==> src/rtl/pc_branch_ctrl.sv <==
// -----------------------------------------------------------------------------
// pc_branch_ctrl
//
// Branch control for a simple PC datapath. The block accepts a branch request,
// spends one cycle evaluating the latched condition, and for a taken branch
// steers the PC mux to PC+offset. Once that redirect commits, it squashes the
// fetch stage for FLUSH_CYCLES cycles. It also keeps a saturating count of
// committed taken branches, plus a sticky flag for redirects whose 9-bit
// target sum overflowed.
//
// Parameters
//   FLUSH_CYCLES : flush length after a committed redirect. Legal range 1..7,
//                  so the value fits the 3-bit flush down-counter.
//
// Ports
//   clk        in   rising-edge clock
//   reset      in   asynchronous, active-high reset
//   br_req     in   branch request, held by the requester until br_ack
//   br_offset  in   branch offset, sampled together with br_req
//   br_cond_ok in   branch condition, sampled together with br_req
//   stall      in   pipeline stall, blocks PC updates
//   pc_in      in   current PC value (used for the overflow check at commit)
//   pc_select  out  PC mux select: 0 = PC+4, 1 = PC+offset
//   pc_offset  out  offset presented to the PC offset adder
//   pc_en      out  PC register load enable
//   br_ack     out  one-cycle acceptance pulse for br_req
//   flush      out  squash to fetch stage
//   busy       out  high whenever the controller is not idle
//   taken_cnt  out  saturating count of committed taken branches
//   carry_err  out  sticky: a committed redirect wrapped past 8'hFF
// -----------------------------------------------------------------------------
module pc_branch_ctrl #(
   parameter int FLUSH_CYCLES = 2
) (
   input  logic       clk,
   input  logic       reset,
   input  logic       br_req,
   input  logic [7:0] br_offset,
   input  logic       br_cond_ok,
   input  logic       stall,
   input  logic [7:0] pc_in,
   output logic       pc_select,
   output logic [7:0] pc_offset,
   output logic       pc_en,
   output logic       br_ack,
   output logic       flush,
   output logic       busy,
   output logic [7:0] taken_cnt,
   output logic       carry_err
);

   typedef enum logic [1:0] {
      ST_IDLE     = 2'd0,
      ST_EVAL     = 2'd1,
      ST_REDIRECT = 2'd2,
      ST_FLUSH    = 2'd3
   } state_t;

   localparam logic [2:0] FLUSH_LOAD = 3'(FLUSH_CYCLES);
   localparam logic [7:0] CNT_MAX    = 8'hFF;

   state_t     state_q, state_d;
   logic [7:0] offset_q, offset_d;
   logic       cond_q, cond_d;
   logic [2:0] flush_cnt_q, flush_cnt_d;
   logic [7:0] taken_cnt_q, taken_cnt_d;
   logic       carry_err_q, carry_err_d;

   // 9-bit target sum. Bit 8 means the redirect wrapped past 8'hFF. The PC
   // datapath itself wraps mod 256. This block only records the event.
   logic [8:0] target_sum;

   assign target_sum = {1'b0, pc_in} + {1'b0, offset_q};

   // --------------------------------------------------------------------------
   // State registers
   // --------------------------------------------------------------------------
   always_ff @(posedge clk or posedge reset) begin
      if (reset) begin
         state_q     <= ST_IDLE;
         offset_q    <= 8'h00;
         cond_q      <= 1'b0;
         flush_cnt_q <= 3'd0;
         taken_cnt_q <= 8'h00;
         carry_err_q <= 1'b0;
      end else begin
         state_q     <= state_d;
         offset_q    <= offset_d;
         cond_q      <= cond_d;
         flush_cnt_q <= flush_cnt_d;
         taken_cnt_q <= taken_cnt_d;
         carry_err_q <= carry_err_d;
      end
   end

   // --------------------------------------------------------------------------
   // Next-state and output logic
   // --------------------------------------------------------------------------
   always_comb begin
      state_d     = state_q;
      offset_d    = offset_q;
      cond_d      = cond_q;
      flush_cnt_d = flush_cnt_q;
      taken_cnt_d = taken_cnt_q;
      carry_err_d = carry_err_q;

      pc_select   = 1'b0;
      pc_offset   = 8'h00;
      pc_en       = 1'b0;
      br_ack      = 1'b0;
      flush       = 1'b0;
      busy        = 1'b0;

      unique case (state_q)
         ST_IDLE: begin
            pc_en = ~stall;
            // Requests arriving during a stall are not lost. The requester
            // keeps br_req high, so the request is taken on a later cycle.
            if (br_req && !stall) begin
               br_ack   = 1'b1;
               pc_en    = 1'b0;
               offset_d = br_offset;
               cond_d   = br_cond_ok;
               state_d  = ST_EVAL;
            end
         end

         ST_EVAL: begin
            busy    = 1'b1;
            state_d = cond_q ? ST_REDIRECT : ST_IDLE;
         end

         ST_REDIRECT: begin
            busy      = 1'b1;
            pc_select = 1'b1;
            pc_offset = offset_q;
            pc_en     = ~stall;
            // The redirect commits on the first unstalled cycle. The PC loads
            // the new target on that same edge.
            if (!stall) begin
               state_d     = ST_FLUSH;
               flush_cnt_d = FLUSH_LOAD;
               if (taken_cnt_q != CNT_MAX) begin
                  taken_cnt_d = taken_cnt_q + 8'd1;
               end
               if (target_sum[8]) begin
                  carry_err_d = 1'b1;
               end
            end
         end

         ST_FLUSH: begin
            busy  = 1'b1;
            flush = 1'b1;
            // Stall is deliberately ignored here. The squash window has a
            // fixed length, so the counter steps down every cycle.
            if (flush_cnt_q <= 3'd1) begin
               flush_cnt_d = 3'd0;
               state_d     = ST_IDLE;
            end else begin
               flush_cnt_d = flush_cnt_q - 3'd1;
            end
         end

         default: begin
            state_d = ST_IDLE;
         end
      endcase

      // The state register already holds IDLE during reset. IDLE outputs still
      // depend on stall and br_req, so they are forced low here.
      if (reset) begin
         pc_select = 1'b0;
         pc_offset = 8'h00;
         pc_en     = 1'b0;
         br_ack    = 1'b0;
         flush     = 1'b0;
         busy      = 1'b0;
      end
   end

   assign taken_cnt = taken_cnt_q;
   assign carry_err = carry_err_q;

endmodule
==> config.mk <==
export PLATFORM = sky130hd
export DESIGN_NAME = pc_branch_ctrl
export DESIGN_NICKNAME = d
export VERILOG_FILES = /design/src/rtl/pc_branch_ctrl.sv
export SDC_FILE = /design/constraint.sdc
export NUM_CORES = 1
export LEC_CHECK = 0
export ABC_AREA = 1
export BUFFER_PORTS_ARGS = -buffer_cell sky130_fd_sc_hd__buf_2
export CORE_MARGIN = 2
export CORE_UTILIZATION = 50
export DETAILED_ROUTE_END_ITERATION = 10
export GPL_ROUTABILITY_DRIVEN = 0
export PLACE_DENSITY = 0.88
export SLEW_MARGIN = 20
export SYNTH_ARGS = -nofsm -noshare
export SYNTH_HDL_FRONTEND = slang
export SYNTH_SLANG_ARGS = --single-unit
==> constraint.sdc <==
create_clock -name clk -period 1.4 [get_ports clk]
set_input_delay 0.28 -clock clk [delete_from_list [all_inputs] [get_ports clk]]
set_output_delay 0.28 -clock clk [all_outputs]
set_load 0.01 [all_outputs]
==> impl_metrics.ini <==
[cts]
cts_buffers = 3
cts_sinks = 23
clk_pin_slew_ps = 130
cts_max_level = 1
clkLatencyLatePin_ps = 300
cts_root_buf = clkbuf_4
cts_tree = built
cts_buffer_depth = 2

[run_status]
status = finished with violations
violations = setup timing

[cells_and_area]
final_common_cell = nand2_1
final_cell_mix = 46 x nand2_1, 42 x buf_2, 22 x inv_1, 22 x dfrtp_1, 21 x nor2_1
drive_gt1_share_pct = 32.2
fin_nets = 259
diodes = 0
final_util_pct = 68.8
areaGrowthSynthToFinish_pct = 27.7

[worst_setup_path]
critPathMaxFanout = 5
worstPathRequired_ps = 1120
rr_startpoint = state_q[0]$_DFFE_PP0P_
start_kind = register
critPathArrivalTime_ps = 1290
rr_endpoint = offset_q[3]$_DFFE_PP0P_
crit_start = state_q[0]$_DFFE_PP0P_
regToRegSetupSlack_ps = 70
r2r_cells = 7
worstSetupEndpointType = primary output
path_class = reg2out

[synth]
synth_mux_area_share_pct = 1.11
synth_compound_area_share_pct = 9.22
synth_xor_area_share_pct = 3.23
synth_top_family_by_area = simple AND/OR/NAND/NOR gates
synth_edf_count = 0
yosys_warnings = 0
synth_top_area_share_pct = 42.4
synth_top_cell_by_area = dfrtp_1
synth-seq-cells = 23
synth_cell_type_count = 24
netlist_area_um2 = 1360
ys_seq_area_share_pct = 42.4
syn-num-nets = 205
synth_simple_gate_area_share_pct = 26.9
synth.area.top_cells = dfrtp_1 42%, nand2_1 13%, ha_1 9.2%
synthAdderAreaFrac_pct = 9.22
ys_async_sr_fraction_pct = 100
synthCells = 174
synth_ff_type = dfrtp_1
avgSynthCellArea_um2 = 7.80

[drt]
drt_iter0_markers = 26
first_pass_iters = 6
viasPerCell = 4.92
vias = 1265
ant_nets = 0
routedWlPerCell_um = 11.7
routed_wl_um = 3010
drc = 0

[timing]
relSlewSlack_pct = 81.9
setup_viol = 12
timing.final.crit_share_pct = 112
fmax_ghz = 0.636
clock_skew_ps = 2.88
rsz0062_at_grt = yes
tns_ps = -1670
worst_slew_pin_slew_ps = 270
layout_min_cycle_time_ps = 1570
finalHoldViolCount = 0
setup_ws_ps = -174
slew_violations = 0

[placed_design]
dp_hpwl_um = 2190
port_buffers = 42

[job]
maxCapViolCount = 0

[power]
total_power_mw = 2.97
vdd_drop_max_v = 0.00129
p_leak_nw = 0.964
power.density_nw_per_um2 = 1710

[min_path]
min_path_type = in2async

[grt]
gr-total-overflow = 0
grt_pass1_wl_um = 4850
grt_pass1_vias = 1161
grt_util_all_layers_pct = 18.9
antenna_found_initial = 0
grt_max_degree = 20

[floorplan]
die_y_um = 56.1
fp.dieW_um = 56.1
ios = 43
die_area_um2 = 3150
placementRows = 18
start_util_pct = 53.8
core_um2 = 2520
[cells by family (layout without fill, tap and decap cells)]
group,count (synthesis),after routing
simple gates,86,86
fa+ha+maj,10,10
buf+inv,26,79
flops,23,23
xor+xnor,5,5
mux,1,1
compound gates,23,23
[what timing repair did]
| action | in CTS | in global routing |
|---|---|---|
| pin swaps | 3 | 1 |
| gates resized for setup | 9 | 6 |
| setup buffers | 3 | 0 |
| endpoints found under the hold margin | 4 | 0 |
| hold buffers | 1 | 0 |
| cloned | 0 | 0 |
| setup endpoints to repair | 12 | 14 |
[power breakdown]
group / internal (mW) / total (mW) / switching (mW)
Clock: 0.106 / 0.301 / 0.194
Combinational: 0.651 / 1.54 / 0.890
Sequential: 0.919 / 1.13 / 0.212
[critical path, cell delays in order, from the launching register on]
cell,delay (ps)
dfrtp_1,430
buf_6,150
nor2_4,90
nand2_2,80
nor2_2,110
buf_2,150
[cell usage after synthesis, drive strengths merged (2+ instances only)]
cell type   n
a21oi      15
nand3       3
nand3b      2
o21ai       5
inv        25
dfrtp      23
xnor2       2
xor2        3
nand2      50
nor2       29
ha         10
[cell type report]
| type | count | area [µm²] |
|---|---|---|
| clock buffer | 3 | 22.5 |
| clock inverter | 1 | 5.00 |
| fill | 206 | 788 |
| inverter | 25 | 96.3 |
| multi-input combinational | 125 | 716 |
| sequential | 23 | 577 |
| tap | 30 | 37.5 |
| timing repair buffer | 50 | 280 |
[worst max-delay path by stage]
stage	endpoint	slack (ps)	cells after the start
6_report	br_ack	-170	5
5_1_grt	br_ack	-220	5
4_1_cts	pc_offset[5]	-140	6
3_5_place_dp	pc_offset[3]	80	6
3_3_place_gp	pc_offset[6]	110	6
2_1_floorplan	pc_offset[0]	10	5
[through the flow]
| step | hold WS, ps | std cells | instance area (µm²) | worst slack [ps] |
|---|---|---|---|---|
| 5_1_grt | 116 | 257 | 1730 | -224 |
| 3_3_place_gp | 234 | 249 | 1620 | 110 |
| 6_report | 98.4 | 257 | 1730 | -174 |
| 3_5_place_dp | 228 | 249 | 1620 | 83.7 |
| 2_1_floorplan | 282 | 174 | 1360 | 11.0 |
| 4_1_cts | 55.9 | 257 | 1710 | -142 |
[registers in the layout, indices dropped and copies added (netlist names), named ones only]
signal	cells
carry_err	1
cond_q	1
flush_cnt_q	3
offset_q	8
state_q	1
taken_cnt	8
[metal layers]
layer / vias up / share of wire (%) / global-route usage (%)
met1: 582 / 45 / 23.5
met5: - / 0 / 0
met2: 29 / 51 / 35.1
met4: 0 / 1.5 / 3.06
met3: 6 / 3.2 / 2.33
li1: 648 / - / -
(Power assumes the default switching activity.)
